--- config.mk ---
export PLATFORM = sky130hd
export DESIGN_NAME = bcd_7seg_scan
export DESIGN_NICKNAME = d
export VERILOG_FILES = /design/src/rtl/bcd_7seg_scan.sv
export SDC_FILE = /design/constraint.sdc
export NUM_CORES = 1
export LEC_CHECK = 0
export ABC_AREA = 1
export CORE_MARGIN = 8
export CORE_UTILIZATION = 53
export DETAILED_ROUTE_END_ITERATION = 12
export MAX_ROUTING_LAYER = met4
export PLACE_DENSITY = 0.88
export SETUP_SLACK_MARGIN = 0.1
export SYNTH_ARGS = -nofsm -noshare
export SYNTH_HDL_FRONTEND = slang
export SYNTH_SLANG_ARGS = --single-unit
export TNS_END_PERCENT = 5
--- constraint.sdc ---
create_clock -name clk -period 2.25 [get_ports clk]
set_input_delay 0.45 -clock clk [delete_from_list [all_inputs] [get_ports clk]]
set_output_delay 0.45 -clock clk [all_outputs]
set_load 0.02 [all_outputs]
--- src/rtl/bcd_7seg_scan.sv ---
// Two-digit multiplexed seven-segment driver: latches a BCD word on a strobe and
// scans units, blank, tens, blank, flagging any nibble above 9.

module bcd_7seg_enc (
  input  logic [3:0] nib,
  output logic [6:0] seg
);
  // Active-high {g,f,e,d,c,b,a}; anything past 9 shows a dash.
  always_comb begin
    seg = 7'h40;
    case (nib)
      4'd0: seg = 7'h3F;
      4'd1: seg = 7'h06;
      4'd2: seg = 7'h5B;
      4'd3: seg = 7'h4F;
      4'd4: seg = 7'h66;
      4'd5: seg = 7'h6D;
      4'd6: seg = 7'h7D;
      4'd7: seg = 7'h07;
      4'd8: seg = 7'h7F;
      4'd9: seg = 7'h6F;
      default: seg = 7'h40;
    endcase
  end
endmodule

module bcd_7seg_scan #(
  parameter int DIGIT_CYCLES   = 4,
  parameter int BLANK_CYCLES   = 1,
  parameter int SEG_ACTIVE_LOW = 0,
  parameter int BLANK_LZ       = 0
) (
  input  logic       clk,
  input  logic       rst,
  input  logic [7:0] bcd,
  input  logic       bcd_valid,
  output logic [6:0] seg,
  output logic [1:0] an,
  output logic       err,
  output logic       frame_tick
);
  localparam int NUM_DIGITS = 2;
  localparam int MAXLEN = (DIGIT_CYCLES > BLANK_CYCLES) ? DIGIT_CYCLES : BLANK_CYCLES;
  localparam int CW = (MAXLEN > 1) ? $clog2(MAXLEN) : 1;

  typedef enum logic [1:0] {SHOW_UNITS, BLANK_A, SHOW_TENS, BLANK_B} state_t;

  state_t                             state;
  logic [CW-1:0]                      cnt;
  logic [CW-1:0]                      last;
  logic [7:0]                         disp_reg;
  logic [NUM_DIGITS-1:0][3:0]         dig;
  logic [NUM_DIGITS-1:0][6:0]         enc;
  logic [NUM_DIGITS-1:0]              nib_bad;
  logic [6:0]                         seg_ah;

  assign dig = disp_reg;

  // One encoder per digit so the lit digit is a pure mux of precomputed codes.
  for (genvar g = 0; g < NUM_DIGITS; g++) begin : g_dig
    bcd_7seg_enc u_enc (.nib(dig[g]), .seg(enc[g]));
    assign nib_bad[g] = (dig[g] > 4'd9);
  end

  always_comb begin
    last = CW'(BLANK_CYCLES - 1);
    if (state == SHOW_UNITS || state == SHOW_TENS)
      last = CW'(DIGIT_CYCLES - 1);
  end

  always_ff @(posedge clk or posedge rst) begin
    if (rst) begin
      disp_reg   <= 8'h00;
      state      <= BLANK_B;
      cnt        <= '0;
      frame_tick <= 1'b0;
    end else begin
      if (bcd_valid)
        disp_reg <= bcd;
      frame_tick <= 1'b0;
      if (cnt == last) begin
        cnt <= '0;
        case (state)
          BLANK_B:    begin state <= SHOW_UNITS; frame_tick <= 1'b1; end
          SHOW_UNITS: state <= BLANK_A;
          BLANK_A:    state <= SHOW_TENS;
          SHOW_TENS:  state <= BLANK_B;
          default:    state <= BLANK_B;
        endcase
      end else begin
        cnt <= cnt + CW'(1);
      end
    end
  end

  always_comb begin
    an     = 2'b00;
    seg_ah = 7'h00;
    case (state)
      SHOW_UNITS: begin
        an     = 2'b01;
        seg_ah = enc[0];
      end
      SHOW_TENS: begin
        an     = 2'b10;
        seg_ah = ((BLANK_LZ != 0) && (dig[1] == 4'd0)) ? 7'h00 : enc[1];
      end
      default: ;
    endcase
  end

  assign seg = (SEG_ACTIVE_LOW != 0) ? ~seg_ah : seg_ah;
  assign err = |nib_bad;

endmodule

* After elaboration in Yosys (flattened, before gate mapping)
Memories as Yosys holds them, arrays and structs flattened.
Index checks and enable logic that the tools add are counted.
** Word-level totals
- Register bits after elaboration :: 13
- Bits in latches :: 0
- Bits in writable memories :: 0
- Memory bits (read-only) :: 224
- Input port bits :: 11
- Output and inout port bits :: 11
- Word-level logic and storage cells :: 23
- Memories :: 2
** Memories
- (name not given) :: depth 16, width 7, read ports 1, clocked after memory_dff 0, wr ports 0, line 11 : case (nib)
- (name not given) :: depth 16, width 7, read ports 1, clocked after memory_dff 0, wr ports 0, line 11
** Cells by class
- $add $sub $neg :: 1
- $mul :: 0
- Divide/modulo/power cells :: 0
- Order comparisons :: 2
- Equality and inequality tests :: 4
- Shift operators :: 0
- Mux-type cells :: 7
- Bitwise gates (word level) :: 0
- Reductions and logical operators :: 3
** Operator list (number)
- case mux 7 bit (2 select lines) :: 1
- greater-than comparator 4 bit, second input constant :: 2
- case mux 2 bit (4 select lines) :: 1
- == test 2 bit, second input constant :: 2
- 2-to-1 mux 2 bit :: 2
- case mux 2 bit (2 select lines) :: 1
- adder 2 x 1 -> 2 bit, second input constant :: 1
- == test 2 x 1 -> 1 bit, second input constant :: 1
- == test 2 bit :: 1
- zero test 2 bit :: 1
- 2-to-1 mux 1 bit :: 2
- OR reduction 2 bit :: 1
- logical OR 1 bit :: 1

* Logic depth before layout (Yosys ltp)
- Depth after elaboration :: 5
- Gate-level depth with buffers :: 7
- Depth with buffers taken out :: 7

* Hierarchy
Synthesis repeated with hierarchy kept, for this count alone.
** Second synthesis, totals
- Cell total of the unflattened synthesis :: 135
- Area, all modules :: 1099.8 µm²
** By module, submodules not included
- bcd_7seg_scan :: instances 1, cells each 63, area an instance 714.4 µm², seq. area each 327.8 µm²
- bcd_7seg_enc :: instances 2, cells each 36, area an instance 192.7 µm², seq. area each 0.0 µm²

* Worst setup path after synthesis
OpenSTA, ideal clock, no wires.
- Path type :: flip-flop to output port
- From :: register state[0]
- To :: output port seg[1]
- Data arrival time :: 1.338 ns
- Data required time :: 1.800 ns
- Path slack :: 0.462 ns
- Stages on the path, launching flop included :: 7
- Path buffers :: 0
- Cells stage by stage :: dfstp_2 > inv_1 > ha_1 > inv_1 > nor2_4 > nand2_1 > nand2_1
** On the way
- Cells in the longest elaborated chain, start to end :: 2
- Elaborated cells on any way between the ends :: 3
- Classes of those cells :: 1 x eq/ne; 1 x mux; 1 x reduce/logical
** RTL lines
- start, declared :: line 48 : state_t state;
- start signal, assigned :: line 74 : state <= BLANK_B;
- start signal, assigned :: line 84 : BLANK_B: begin state <= SHOW_UNITS; frame_tick <= 1'b1; end
- start signal, assigned :: line 85 : SHOW_UNITS: state <= BLANK_A;
- == test 2 bit / zero test 2 bit (equally long branches) :: line 99 : case (state)
- case mux 7 bit (2 select lines) (*) :: line 99
- end, declared :: line 37 : output logic [6:0] seg,
Mark *: on every way between the ends. The rest lies on a longest branch, timed or not.

* Final worst setup path
- From :: register state[1]
- To :: output port an[1]
** On the way
- Cells in the longest elaborated chain, start to end :: 2
- Elaborated cells on any way between the ends :: 3
- Classes of those cells :: 1 x eq/ne; 1 x mux; 1 x reduce/logical
** RTL lines
- == test 2 bit / zero test 2 bit (equally long branches) :: line 99
- case mux 2 bit (2 select lines) (*) :: line 99
- end, declared :: line 38 : output logic [1:0] an,
Marked as above.

==> reports/results.txt <==
reg2reg path depth: 7
Remaining DRCs: 0
clock transition at the registers of the reported paths: 0.07 ns
syn_nets: 167
Synth Area in Adders: 18.5%
Sequential cell area: 328 um^2
dominant cell type by area after synthesis: dfrtp_1
crit-path max FO: 6
post-route ant nets: 0
post-layout min period: 2.11 ns
Cell Area, Synth: 1020 um^2
P_leak: 0.695 nW
synthesized flop and latch total: 13
Final period util: 93.9%
# clock sinks: 13
total negative setup slack: 0 ns
routed wire length: 2.21 mm
n_diodes: 0
dominant cells by area after synthesis: dfrtp_1 (27%), ha_1 (18%), nand2_1 (17%), inv_1 (7.0%), nand3_1 (5.4%)
post-synth cell types: 17
total track usage: 13.9%
Req. time, crit path: 1.80 ns
WL/cell: 11.3 um
Syn Inst Count: 141
Worst path max stage delay: 0.61 ns
Post-DP HPWL: 1.87 mm
router iterations before antenna repair: 4
multiplexer area fraction after synthesis: 0%
vias: 942
hold-fix buffers at CTS: 0
Max rail drop VDD: 0.414 mV
FF-to-FF End: state[0]$_DFFE_PP1P_
placer congestion estimate: 0.860
CP endpoint kind: primary output
Synth Area in XOR/XNOR: 0.862%
Max Fclk: 0.473 GHz
Final Setup Violations: 0
reg-to-reg setup timing slack: 0.92 ns
top cell type's share of synthesized area: 27.1%
area of the core: 1880 um^2
Yosys Warn Count: 0
Crit Path Category: flop to primary output
post-CTS setup buffers: 0
simple-gate share of the synthesized area: 32.0%
largest net degree at the start of global routing: 17
outcome: finished, final reports clean
H-tree depth: 1
crit-path cells: ha_1 -> clkdlybuf4s50_1
ys flop type: dfrtp_1
total power: 0.530 mW
cts bufs inserted: 3
worst slew pin tran: 0.488 ns
Via density: 4.83
Initial Util: 54.0%
CTS tree: built
layout cells sized above 1: 18.5%
Clock Skew: 0.00229 ns
RSZ-0062 raised after global routing: true
Final nets: 195
initial antenna violation count: 0
maximum clock insertion buffer count: 2
FP Rows: 16
Worst-Skew Late Latency: 0.27 ns
first-pass GRT wire length: 3.71 mm
Hold Path Class: primary input to async pin
CP Launch Type: flop
Max-Cap Viols: 0
main combinational cell family by area after synthesis: simple AND/OR/NAND/NOR gates
r2r startpoint: state[1]$_DFFE_PP1P_
Die Wd: 59.8 um
Post-synth EDFFs: 0
count of final hold-check violations: 0
Slew HR: 67.5%
Final Max Slew Viols: 0
initial drt markers: 11
Overflow after GRT: 0
Syn Area/Cell: 7.21 um^2
Commonest cells post-synth: nand2_1 (46), inv_1 (19), ha_1 (15)
final core utilization: 70.3%
Arr. time, crit path: 1.66 ns
ys async rst share: 100%
FILL cells: 159
# IOs: 22
Clock Tree Root: clkbuf_4
multi-input logic area: 612 um^2
port bufs: 21
post-synthesis compound-gate area fraction: 7.39%
vias in the first global route: 918
worst path bufs/invs: 1
die height: 59.8 um
area grow syn2layout: 30.2%
top-count cell post-synth: nand2_1
Seq/Total Area, Yosys: 32.3%
total die area: 3570 um^2
Worst path slowest cell: dfstp_2
CP delay by family, top: flip-flops
Hold WS: 0.495 ns
power per cell area: 401 nW/um^2
-- power breakdown --
part / internal [mW] / switching, mW
sequential: 0.247 / 0.0145
combinational: 0.0535 / 0.0765
clock: 0.0687 / 0.0707
total: 0.369 / 0.162
-- stage by stage --
| step | worst slack, ns | instances | instance area (um^2) |
|---|---|---|---|
| 2_1_floorplan | 0.462 | 141 | 1020 |
| 3_3_place_gp | 0.112 | 191 | 1280 |
| 3_5_place_dp | 0.0378 | 191 | 1280 |
| 4_1_cts | 0.104 | 195 | 1320 |
| 5_1_grt | 0.0659 | 195 | 1320 |
| 6_report | 0.137 | 195 | 1320 |
-- routing by layer --
metal  GRT usage (%)  wire, um  vias up
met3            1.51        72        6
met4            7.14        46        0
met2            25.5      1110       21
met1            14.2       982      425
met5               -         0        -
li1                -         -      490
-- how the worst max path moves through the flow --
| stage | start | to | slack, ns | cells after the start |
|---|---|---|---|---|
| 2_1_floorplan | state[0]$_DFFE_PP1P_ | seg[1] | 0.46 | 6 |
| 5_1_grt | dig[5]$_DFFE_PP0P_ | seg[6] | 0.07 | 8 |
| 3_5_place_dp | state[1]$_DFFE_PP1P_ | seg[5] | 0.04 | 6 |
| 6_report | state[1]$_DFFE_PP1P_ | an[1] | 0.14 | 2 |
| 3_3_place_gp | state[1]$_DFFE_PP1P_ | seg[5] | 0.11 | 6 |
| 4_1_cts | state[0]$_DFFE_PP1P_ | seg[5] | 0.10 | 7 |
-- kinds of logic (layout without fill, tap and decap cells) --
kind of cell	count (synthesis)	after routing
buf+inv	24	51
simple gates	73	73
fa+ha+maj	15	15
flops	13	13
compound gates	15	15
xor+xnor	1	1
-- area by class of cell --
class / instances / area share (%)
repair buffers: 24 / 17.9
well taps: 27 / 2.55
multi-input cells: 104 / 46.3
clock buffers: 4 / 1.99
inverters: 23 / 6.53
flip-flops and latches: 13 / 24.8
-- layout by cell type (no fill, tap or decap), drive strengths merged --
cell type	count
nand2	49
inv	23
ha	15
o21ai	13
clkdlybuf4s50	12
nor2	12
nand3	11
dfrtp	11
clkdlybuf4s15	6
clkbuf	4
dlygate4sd2	3
buf	3
a21oi	2
dfstp	2
or2	1
xor2	1
-- timing repair --
action,CTS,global route
endpoints found under the setup margin,9,9
gates resized for setup,23,4
cloned,0,0
hold endpoints to repair,0,0
pin swaps,0,0
-- state kept, by name, summed over array words and instances (netlist names) --
name        flops
dig             8
cnt             2
state           2
frame_tick      1
Power figures use the tool's default switching activity.
